**config.mk**
```make
export PLATFORM = sky130hd
export DESIGN_NAME = rle_bitstream_writer_flat
export DESIGN_NICKNAME = d
export VERILOG_FILES = /design/src/rtl/rle_bitstream_writer_if.sv /design/src/rtl/rle_bitstream_writer.sv /design/src/flat_wrapper.sv
export SDC_FILE = /design/constraint.sdc
export NUM_CORES = 1
export LEC_CHECK = 0
export ABC_AREA = 1
export BUFFER_PORTS_ARGS = -buffer_cell sky130_fd_sc_hd__buf_2
export CORE_MARGIN = 2
export CORE_UTILIZATION = 50
export CTS_BUF_LIST = sky130_fd_sc_hd__clkbuf_16
export CTS_CLUSTER_SIZE = 28
export DETAILED_ROUTE_END_ITERATION = 10
export PLACE_DENSITY = 0.8
export SLEW_MARGIN = 10
export SYNTH_ARGS = -nofsm -noshare
export SYNTH_HDL_FRONTEND = slang
export SYNTH_SLANG_ARGS = --single-unit
```
**constraint.sdc**
```tcl
create_clock -name clk -period 5.1 [get_ports clk]
set_clock_uncertainty 0.15 [all_clocks]
set_input_delay 1.02 -clock clk [delete_from_list [all_inputs] [get_ports clk]]
set_output_delay 1.02 -clock clk [all_outputs]
set_load 0.01 [all_outputs]
```
**src/rtl/rle_bitstream_writer_if.sv**
```systemverilog
// Token, control and RAM-port bundle for the run-length bitstream writer.
// The slave modport is the writer's view; master is the token source / RAM side.
interface rle_bitstream_writer_if #(
  parameter int DATA_W = 8,
  parameter int ADDR_W = 16,
  parameter int LEN_W  = 7,
  parameter int BIT_W  = $clog2(DATA_W)
);
  logic              start;
  logic [ADDR_W-1:0] start_addr;
  logic [BIT_W-1:0]  start_bit;
  logic              tok_valid;
  logic              tok_ready;
  logic              tok_bit;
  logic [LEN_W-1:0]  tok_len;
  logic              tok_last;
  logic              busy;
  logic              done;
  logic [ADDR_W-1:0] end_addr;
  logic [BIT_W-1:0]  end_bit;
  logic [ADDR_W-1:0] ram_addr;
  logic [DATA_W-1:0] ram_wdata;
  logic [DATA_W-1:0] ram_rdata;
  logic              ram_rd;
  logic              ram_wr;

  modport slave (
    input  start, start_addr, start_bit, tok_valid, tok_bit, tok_len, tok_last, ram_rdata,
    output tok_ready, busy, done, end_addr, end_bit, ram_addr, ram_wdata, ram_rd, ram_wr
  );

  modport master (
    output start, start_addr, start_bit, tok_valid, tok_bit, tok_len, tok_last, ram_rdata,
    input  tok_ready, busy, done, end_addr, end_bit, ram_addr, ram_wdata, ram_rd, ram_wr
  );
endinterface

```
**src/rtl/rle_bitstream_writer.sv**
```systemverilog
// Expands (bit, run length) tokens into a packed MSB-first bitstream in RAM,
// merging partial head/tail words by read-modify-write.
module rle_bitstream_writer #(
  parameter int DATA_W = 8,
  parameter int ADDR_W = 16,
  parameter int LEN_W  = 7,
  parameter int BIT_W  = $clog2(DATA_W)
) (
  input logic                  clk,
  input logic                  rst_n,
  rle_bitstream_writer_if.slave bus
);

  localparam int CNT_W = (LEN_W > BIT_W + 1) ? LEN_W : BIT_W + 1;
  localparam logic [BIT_W-1:0] PTR_TOP = BIT_W'(DATA_W - 1);

  typedef enum logic [3:0] {
    S_IDLE      = 4'd0,
    S_RD_HEAD   = 4'd1,
    S_WAIT_HEAD = 4'd2,
    S_TOKEN     = 4'd3,
    S_RUN       = 4'd4,
    S_WR_WORD   = 4'd5,
    S_RD_TAIL   = 4'd6,
    S_WAIT_TAIL = 4'd7,
    S_WR_TAIL   = 4'd8,
    S_DONE      = 4'd9
  } state_t;

  state_t            r_state,    w_state_nxt;
  logic [ADDR_W-1:0] r_cur_addr, w_cur_addr_nxt;
  logic [BIT_W-1:0]  r_ptr,      w_ptr_nxt;
  logic [DATA_W-1:0] r_acc,      w_acc_nxt;
  logic [LEN_W-1:0]  r_run_rem,  w_run_rem_nxt;
  logic              r_val,      w_val_nxt;
  logic              r_last,     w_last_nxt;

  logic [CNT_W-1:0]  w_room;
  logic [CNT_W-1:0]  w_rem_ext;
  logic [CNT_W-1:0]  w_n;
  logic [DATA_W-1:0] w_tail_data;

  logic              r_tok_ready, r_busy, r_done, r_ram_rd, r_ram_wr;
  logic [ADDR_W-1:0] r_end_addr, r_ram_addr;
  logic [BIT_W-1:0]  r_end_bit;
  logic [DATA_W-1:0] r_ram_wdata;

  logic              w_rd_nxt, w_wr_nxt;

  // Next-state and datapath update for the token/run/merge sequencer.
  always_comb begin
    w_state_nxt    = r_state;
    w_cur_addr_nxt = r_cur_addr;
    w_ptr_nxt      = r_ptr;
    w_acc_nxt      = r_acc;
    w_run_rem_nxt  = r_run_rem;
    w_val_nxt      = r_val;
    w_last_nxt     = r_last;
    w_rem_ext      = CNT_W'(r_run_rem);
    w_room         = CNT_W'(r_ptr) + CNT_W'(1);
    w_n            = (w_rem_ext < w_room) ? w_rem_ext : w_room;
    w_tail_data    = '0;
    for (int i = 0; i < DATA_W; i++) begin
      if (i > int'(r_ptr)) begin
        w_tail_data[i] = r_acc[i];
      end else begin
        w_tail_data[i] = bus.ram_rdata[i];
      end
    end

    case (r_state)
      S_IDLE: begin
        if (bus.start) begin
          w_cur_addr_nxt = bus.start_addr;
          w_ptr_nxt      = bus.start_bit;
          if (bus.start_bit != PTR_TOP) begin
            w_state_nxt = S_RD_HEAD;
          end else begin
            w_acc_nxt   = '0;
            w_state_nxt = S_TOKEN;
          end
        end else begin
          w_state_nxt = S_IDLE;
        end
      end
      S_RD_HEAD:   w_state_nxt = S_WAIT_HEAD;
      S_WAIT_HEAD: begin
        w_acc_nxt   = bus.ram_rdata;
        w_state_nxt = S_TOKEN;
      end
      S_TOKEN: begin
        if (bus.tok_valid) begin
          w_run_rem_nxt = bus.tok_len;
          w_val_nxt     = bus.tok_bit;
          w_last_nxt    = bus.tok_last;
          w_state_nxt   = S_RUN;
        end else begin
          w_state_nxt = S_TOKEN;
        end
      end
      S_RUN: begin
        for (int i = 0; i < DATA_W; i++) begin
          if ((i <= int'(r_ptr)) && ((i + int'(w_n)) > int'(r_ptr))) begin
            w_acc_nxt[i] = r_val;
          end else begin
            w_acc_nxt[i] = r_acc[i];
          end
        end
        w_run_rem_nxt = r_run_rem - LEN_W'(w_n);
        // When the word does not fill, the whole remaining run fit, so run_rem is now zero.
        if (w_n == w_room) begin
          w_state_nxt = S_WR_WORD;
        end else begin
          w_ptr_nxt = r_ptr - BIT_W'(w_n);
          if (!r_last) begin
            w_state_nxt = S_TOKEN;
          end else if (w_ptr_nxt == PTR_TOP) begin
            w_state_nxt = S_DONE;
          end else begin
            w_state_nxt = S_RD_TAIL;
          end
        end
      end
      S_WR_WORD: begin
        w_cur_addr_nxt = r_cur_addr + ADDR_W'(1);
        w_ptr_nxt      = PTR_TOP;
        w_acc_nxt      = '0;
        if (r_run_rem != '0) begin
          w_state_nxt = S_RUN;
        end else if (!r_last) begin
          w_state_nxt = S_TOKEN;
        end else begin
          w_state_nxt = S_DONE;
        end
      end
      S_RD_TAIL:   w_state_nxt = S_WAIT_TAIL;
      S_WAIT_TAIL: w_state_nxt = S_WR_TAIL;
      S_WR_TAIL:   w_state_nxt = S_DONE;
      S_DONE:      w_state_nxt = S_IDLE;
      default:     w_state_nxt = S_IDLE;
    endcase
  end

  assign w_rd_nxt = (w_state_nxt == S_RD_HEAD) || (w_state_nxt == S_RD_TAIL);
  assign w_wr_nxt = (w_state_nxt == S_WR_WORD) || (w_state_nxt == S_WR_TAIL);

  // Sequencer state and datapath registers.
  always_ff @(posedge clk or negedge rst_n) begin
    if (!rst_n) begin
      r_state    <= S_IDLE;
      r_cur_addr <= '0;
      r_ptr      <= '0;
      r_acc      <= '0;
      r_run_rem  <= '0;
      r_val      <= 1'b0;
      r_last     <= 1'b0;
    end else begin
      r_state    <= w_state_nxt;
      r_cur_addr <= w_cur_addr_nxt;
      r_ptr      <= w_ptr_nxt;
      r_acc      <= w_acc_nxt;
      r_run_rem  <= w_run_rem_nxt;
      r_val      <= w_val_nxt;
      r_last     <= w_last_nxt;
    end
  end

  // Outputs are decoded from the next state so each strobe lines up with its state.
  always_ff @(posedge clk or negedge rst_n) begin
    if (!rst_n) begin
      r_tok_ready <= 1'b0;
      r_busy      <= 1'b0;
      r_done      <= 1'b0;
      r_ram_rd    <= 1'b0;
      r_ram_wr    <= 1'b0;
      r_ram_addr  <= '0;
      r_ram_wdata <= '0;
      r_end_addr  <= '0;
      r_end_bit   <= '0;
    end else begin
      r_tok_ready <= (w_state_nxt == S_TOKEN);
      r_busy      <= (w_state_nxt != S_IDLE) && (w_state_nxt != S_DONE);
      r_done      <= (w_state_nxt == S_DONE);
      r_ram_rd    <= w_rd_nxt;
      r_ram_wr    <= w_wr_nxt;
      r_ram_addr  <= (w_rd_nxt || w_wr_nxt) ? w_cur_addr_nxt : '0;
      r_ram_wdata <= (w_state_nxt == S_WR_WORD) ? w_acc_nxt :
                     (w_state_nxt == S_WR_TAIL) ? w_tail_data : '0;
      if (w_state_nxt == S_DONE) begin
        r_end_addr <= w_cur_addr_nxt;
        r_end_bit  <= w_ptr_nxt;
      end else begin
        r_end_addr <= r_end_addr;
        r_end_bit  <= r_end_bit;
      end
    end
  end

  assign bus.tok_ready = r_tok_ready;
  assign bus.busy      = r_busy;
  assign bus.done      = r_done;
  assign bus.end_addr  = r_end_addr;
  assign bus.end_bit   = r_end_bit;
  assign bus.ram_addr  = r_ram_addr;
  assign bus.ram_wdata = r_ram_wdata;
  assign bus.ram_rd    = r_ram_rd;
  assign bus.ram_wr    = r_ram_wr;

endmodule

```
**src/flat_wrapper.sv**
```systemverilog
// flat-port wrapper written by rule: the top's interface ports become plain ports
module rle_bitstream_writer_flat 
#(
  parameter int DATA_W = 8,
  parameter int ADDR_W = 16,
  parameter int LEN_W  = 7,
  parameter int BIT_W  = $clog2(DATA_W)
)
  (clk, rst_n, bus_start, bus_start_addr, bus_start_bit, bus_tok_valid, bus_tok_bit, bus_tok_len, bus_tok_last, bus_ram_rdata, bus_tok_ready, bus_busy, bus_done, bus_end_addr, bus_end_bit, bus_ram_addr, bus_ram_wdata, bus_ram_rd, bus_ram_wr);
  rle_bitstream_writer_if #(.DATA_W(DATA_W), .ADDR_W(ADDR_W), .LEN_W(LEN_W), .BIT_W(BIT_W)) bus_i ();
  input logic clk;
  input logic rst_n;
  input wire logic [$bits(bus_i.start)-1:0] bus_start;
  input wire logic [$bits(bus_i.start_addr)-1:0] bus_start_addr;
  input wire logic [$bits(bus_i.start_bit)-1:0] bus_start_bit;
  input wire logic [$bits(bus_i.tok_valid)-1:0] bus_tok_valid;
  input wire logic [$bits(bus_i.tok_bit)-1:0] bus_tok_bit;
  input wire logic [$bits(bus_i.tok_len)-1:0] bus_tok_len;
  input wire logic [$bits(bus_i.tok_last)-1:0] bus_tok_last;
  input wire logic [$bits(bus_i.ram_rdata)-1:0] bus_ram_rdata;
  output wire logic [$bits(bus_i.tok_ready)-1:0] bus_tok_ready;
  output wire logic [$bits(bus_i.busy)-1:0] bus_busy;
  output wire logic [$bits(bus_i.done)-1:0] bus_done;
  output wire logic [$bits(bus_i.end_addr)-1:0] bus_end_addr;
  output wire logic [$bits(bus_i.end_bit)-1:0] bus_end_bit;
  output wire logic [$bits(bus_i.ram_addr)-1:0] bus_ram_addr;
  output wire logic [$bits(bus_i.ram_wdata)-1:0] bus_ram_wdata;
  output wire logic [$bits(bus_i.ram_rd)-1:0] bus_ram_rd;
  output wire logic [$bits(bus_i.ram_wr)-1:0] bus_ram_wr;
  assign bus_i.start = bus_start;
  assign bus_i.start_addr = bus_start_addr;
  assign bus_i.start_bit = bus_start_bit;
  assign bus_i.tok_valid = bus_tok_valid;
  assign bus_i.tok_bit = bus_tok_bit;
  assign bus_i.tok_len = bus_tok_len;
  assign bus_i.tok_last = bus_tok_last;
  assign bus_i.ram_rdata = bus_ram_rdata;
  assign bus_tok_ready = bus_i.tok_ready;
  assign bus_busy = bus_i.busy;
  assign bus_done = bus_i.done;
  assign bus_end_addr = bus_i.end_addr;
  assign bus_end_bit = bus_i.end_bit;
  assign bus_ram_addr = bus_i.ram_addr;
  assign bus_ram_wdata = bus_i.ram_wdata;
  assign bus_ram_rd = bus_i.ram_rd;
  assign bus_ram_wr = bus_i.ram_wr;
  rle_bitstream_writer #(.DATA_W(DATA_W), .ADDR_W(ADDR_W), .LEN_W(LEN_W), .BIT_W(BIT_W)) u_core (.clk(clk), .rst_n(rst_n), .bus(bus_i));
endmodule
```
==> reports/metrics.cfg, run 1 <==
[run_status]
status=complete, no violations

[yosys]
synthTopCellsByArea=dfrtp_1 39%, nand2_1 12%, ha_1 8.1%
yosys.area.top_type=dfrtp_1
ys_warn_count=0
yosysMostFrequentCell=nand2_1
synth_cell_types=47
synth_nets=818
seq_area_frac_synth_pct=39.4
synth_area_mm2=0.00559
synthCells=740
yosys.area.top_type_share_pct=39.4
synth_edf_count=0
ys_top_cells_by_count=181 x nand2_1, 111 x inv_1, 88 x dfrtp_1
syn_area_per_cell_um2=7.56
ys.flop_type=dfrtp_1
synth-seq-cells=88
synthArstFlopShare_pct=100

[layout]
area_delta_synth_final_pct=17.7
fillers=989
multi_input_area_mm2=0.00288
drive_gt1_share_pct=20.0
seqCellArea_mm2=0.00220
fin_nets=915
final_area_mm2=0.00658
diodes=0

[die]
die-area_mm2=0.0120
core_area_mm2=0.0109
die_w_um=110
rows=38
die_h_um=110
ios=88
start_util_pct=51.4

[detailed_routing]
vias=5248
dr.pass1.iters=5
wl_per_cell_um=14.3
wirelength_mm=14.1
route.detailed.drc=0
ant_nets=0
dr.first_iter.drc_count=312
viasPerCell=5.34

[clocking]
clk_latency_ps=350
cts_made_buffers=9
clk_pin_slew_ps=70
clock_sinks=88
holdBufCountCts=0
clockBufferDepth=2
tritoncts=built
htree_num_levels=3
clk_root_buffer_cell=clkbuf_16

[sta]
maxSlewHeadroom_pct=48.4
finalHoldViolCount=0
worstMarginPinSlew_ps=772
rsz0062_at_grt=no
hold_ws_ps=330
setup-tns-final_ps=0
fin_crit_ps=4630
finalCritPeriodShare_pct=90.7
finalSetupViolCount=0
finalWorstSetupSlack_ps=472
slew_violations=0
max_clock_freq_ghz=0.216

[worst_setup_path]
crit_top_cell=nand2_1
r2r_cells=28
arrival_ps=4690
critPathMaxStageDelay_ps=460
required_ps=5160
rrSetupSlack_ps=470
worst-setup-path-type=register to register
endpoint_kind=register
start_kind=register
cpMaxStageDelayCell=dfrtp_1
reg2reg_to=u_core.bus.ram_addr[1]
cp_max_fo=16
r2r_start=u_core.r_ptr[0]

[global_routing]
grt_pass1_vias=4789
grt_max_degree=50
overflow=0
grt_pass1_wl_mm=22.9
grt_use_total_pct=24.2
antenna_found_initial=0

[place]
place_area_mm2=0.00619
place_congestion=0.945
dp_hpwl_mm=10.1
numPortBuffers=87
place_ws_ps=276

[run]
cap_viol_max_count=0

[min_path]
hold_path_depth=2
min_path_type=register to register
min_to=u_core.bus.end_addr[4]
min_from=u_core.bus.end_addr[4]

-- how the worst max path moves through the flow --
stage	start	end	slack [ps]	cells after the start
final	u_core.r_ptr[0]	u_core.bus.ram_addr[1]	470	28
after global routing	u_core.r_ptr[1]	u_core.bus.ram_addr[1]	70	28
after CTS	u_core.r_ptr[0]	u_core.bus.end_addr[1]	280	24
after detailed placement	u_core.r_ptr[0]	u_core.bus.end_addr[1]	280	24
after global placement	u_core.r_ptr[0]	u_core.bus.end_addr[12]	470	24
after floorplan	u_core.r_ptr[0]	u_core.bus.ram_addr[8]	510	25
-- layer usage --
layer  share of wire [%]  track usage [%]
met5                   0                0
met3                 6.7             4.98
met1                  47             34.6
met4                0.81             6.33
met2                  46             37.6
-- registers in the layout, summed over array words and instances, names as in the netlist --
register / flops
u_core.bus.busy: 1
u_core.bus.done: 1
u_core.bus.end_addr: 16
u_core.bus.end_bit: 3
u_core.bus.ram_addr: 16
u_core.bus.ram_rd: 1
u_core.bus.ram_wdata: 8
u_core.bus.ram_wr: 1
u_core.bus.tok_ready: 1
u_core.r_acc: 8
u_core.r_cur_addr: 16
u_core.r_last: 1
u_core.r_ptr: 3
u_core.r_run_rem: 7
u_core.r_state: 4
u_core.r_val: 1
-- layout by cell type (no fill, tap or decap), types with 3 or more instances in the layout --
cell / Yosys / final
or2_2: 4 / 4
a21oi_1: 27 / 27
o21bai_1: 3 / 3
ha_1: 36 / 36
inv_2: 10 / 10
clkinvlp_4: 0 / 3
clkbuf_16: 0 / 9
dfrtp_1: 88 / 88
o211ai_1: 9 / 9
buf_4: 0 / 9
nor2_1: 51 / 51
nand2_1: 181 / 180
xor2_1: 5 / 5
nand4_1: 9 / 9
bufinv_16: 0 / 3
o21ai_0: 61 / 61
nand2_4: 3 / 3
a22oi_1: 9 / 9
nand3_1: 53 / 53
nand2_2: 12 / 13
inv_1: 111 / 110
nor2_2: 16 / 16
o221ai_1: 3 / 3
nor3_1: 7 / 7
buf_2: 4 / 86
-- repair_timing --
action,4_1_cts,5_1_grt
resized for setup,0,3
setup endpoints to repair,0,19
buffers inserted,0,3
-- layout make-up --
class                           count  area share [%]
Clock inverter                      7            1.92
Tap cell                          140            2.66
Inverter                          122            7.02
Sequential cell                    88            33.5
Timing Repair inverter              1           0.114
Timing Repair Buffer               95            7.57
Clock buffer                        9            3.42
Multi-Input combinational cell    520            43.8
-- worst max-delay path: cells and delay by family, from the launching register on --
| kind | cells | cell delay, ps |
|---|---|---|
| flops | 1 | 460 |
| fa+ha+maj | 5 | 1400 |
| xor+xnor | 1 | 180 |
| buf+inv | 5 | 380 |
| simple gates | 17 | 1910 |
-- metrics by stage --
step | utilization, % | cells
after floorplan | - | 740
after global placement | 56.9 | 962
after detailed placement | 56.9 | 962
after CTS | 60.1 | 978
after global routing | 60.4 | 982
final | 60.4 | 982
-- cell families (layout without fill, tap and decap cells) --
family,count (synthesis),after routing,share of synthesized area [%]
and+or+nand+nor,349,349,28.6
buffers and inverters,132,234,9.08
AOI/OAI and AO/OA,127,127,13.2
DFF,88,88,39.4
adders and majority gates,38,38,8.77
xor gates and xnor gates,6,6,0.940
Power of run 1 is not shown: default switching activity piles up to over one toggle a cycle in this logic, so the estimate is an artifact.
==> run 2, diff against run 1 <==
- CTS_BUF_LIST: sky130_fd_sc_hd__clkbuf_16 -> sky130_fd_sc_hd__clkbuf_4 sky130_fd_sc_hd__clkbuf_8
- clock period: 5.1 -> 5.4 ns (I/O delays scaled with it)
==> reports/metrics.cfg, run 2 (synthesis gave the netlist of run 1 again) <==
[sta]
slew_violations=0
finalSetupViolCount=0
rsz0062_at_grt=no
setup-tns-final_ps=0
fin_crit_ps=5010
max_clock_freq_ghz=0.199
finalCritPeriodShare_pct=92.9
maxSlewHeadroom_pct=35.4
worstMarginPinSlew_ps=968
finalHoldViolCount=0

[detailed_routing]
vias=5181
viasPerCell=5.30
ant_nets=0
dr.first_iter.drc_count=402
route.detailed.drc=0
wirelength_mm=13.2
dr.pass1.iters=5
wl_per_cell_um=13.5

[run_status]
status=complete, no violations

[place]
dp_hpwl_mm=9.98
numPortBuffers=87
place_congestion=0.943

[clocking]
tritoncts=built
clock_sinks=88
cts_made_buffers=9
cts_setup_buffers=0
clk_latency_ps=370
htree_num_levels=3
cts_resized=0
holdBufCountCts=0
clk_root_buffer_cell=clkbuf_8
clk_pin_slew_ps=100
clockBufferDepth=2

[layout]
layout_common_cells=181 x nand2_1, 111 x inv_1, 88 x dfrtp_1
fin_nets=911
drive_gt1_share_pct=19.3
area_delta_synth_final_pct=14.5
diodes=0
mostFrequentLayoutCell=nand2_1
fillers=1010

[worst_setup_path]
worst-setup-path-type=register to register
cp_max_fo=35
required_ps=5510
start_kind=register
arrival_ps=5120
endpoint_kind=register
r2r_cells=23

[die]
ios=88
die-area_mm2=0.0120
core_area_mm2=0.0109
start_util_pct=51.4
die_h_um=110
rows=38
die_w_um=110

[min_path]
hold_path_depth=2
min_path_type=register to register

[global_routing]
overflow=0
grt_max_degree=51
grt_pass1_vias=4755
antenna_found_initial=0
grt_pass1_wl_mm=22.4
grt_use_total_pct=23.4

[run]
cap_viol_max_count=0

[run 2: cell types whose count changed in the layout (fill, tap and decap cells not counted)]
| cell | delta |
|---|---|
| clkbuf_16 | -9 |
| clkbuf_8 | +9 |
| buf_4 | -3 |
| bufinv_16 | -2 |
| clkinvlp_4 | -2 |
| clkbuf_4 | +1 |
| clkinv_4 | +1 |
| inv_1 | +1 |
| inv_6 | -1 |
| inv_8 | +1 |
| nand2_1 | +1 |
| nand2_2 | -1 |
[run 2: final cells by class]
class	instances	area [um^2]	area share, %
clock inverter	6	77.6	1.21
clock buffer	10	131	2.05
tap	140	175	2.74
multi-input combinational	520	2880	45.0
sequential	88	2200	34.4
timing repair buffer	92	475	7.43
inverter	122	458	7.15
[run 2: worst paths after layout]
check / from / to / slack, ps
setup / recovery: u_core.r_ptr[1] / u_core.bus.end_addr[8] / 390
hold / removal: u_core.bus.end_addr[13] / u_core.bus.end_addr[13] / 340
setup reg to reg: u_core.r_ptr[1] / u_core.bus.end_addr[8] / 390
hold reg to reg: u_core.bus.end_addr[13] / u_core.bus.end_addr[13] / 340
max in group asynchronous: rst_n / u_core.bus.busy / 3560
min in group asynchronous: rst_n / u_core.bus.ram_addr[9] / 520
[run 2: worst max-delay path: stages (launching register included)]
cell and delay [ps]:
dfrtp_1 460, inv_1 210, ha_1 370, inv_1 80, ha_1 270, nand2_1 50, inv_1 50, nand2_1 60
nand2_2 70, nand2_4 80, nand2_1 170, nand2_1 140, nand2_1 160, inv_1 130, ha_1 210, fa_1 370
xor2_1 180, nor3_1 300, nand2_1 120, inv_1 100, nand3_1 90, nand2_1 210, inv_1 470, o21ai_0 390
[run 2: routing by layer]
metal	routed length (um)	share of wire, %	GRT usage (%)	vias up
met5	0	0	0	-
met4	231	1.7	7.41	0
met3	966	7.3	3.02	21
met2	5760	43	34.8	184
met1	6290	47	35.3	2386
li1	-	-	-	2590
[run 2: per-stage QoR]
step           worst slack [ps]  utilization [%]  instances  instance area (um^2)  hold slack [ps]
2_1_floorplan               811                -        740                  5590              343
3_3_place_gp                834             56.9        962                  6190              310
3_5_place_dp                497             56.9        962                  6190              311
4_1_cts                     385             58.8        978                  6400              333
5_1_grt                    4.98             58.8        978                  6400              366
6_report                    386             58.8        978                  6400              339
Power of run 2 is left out for the same reason.
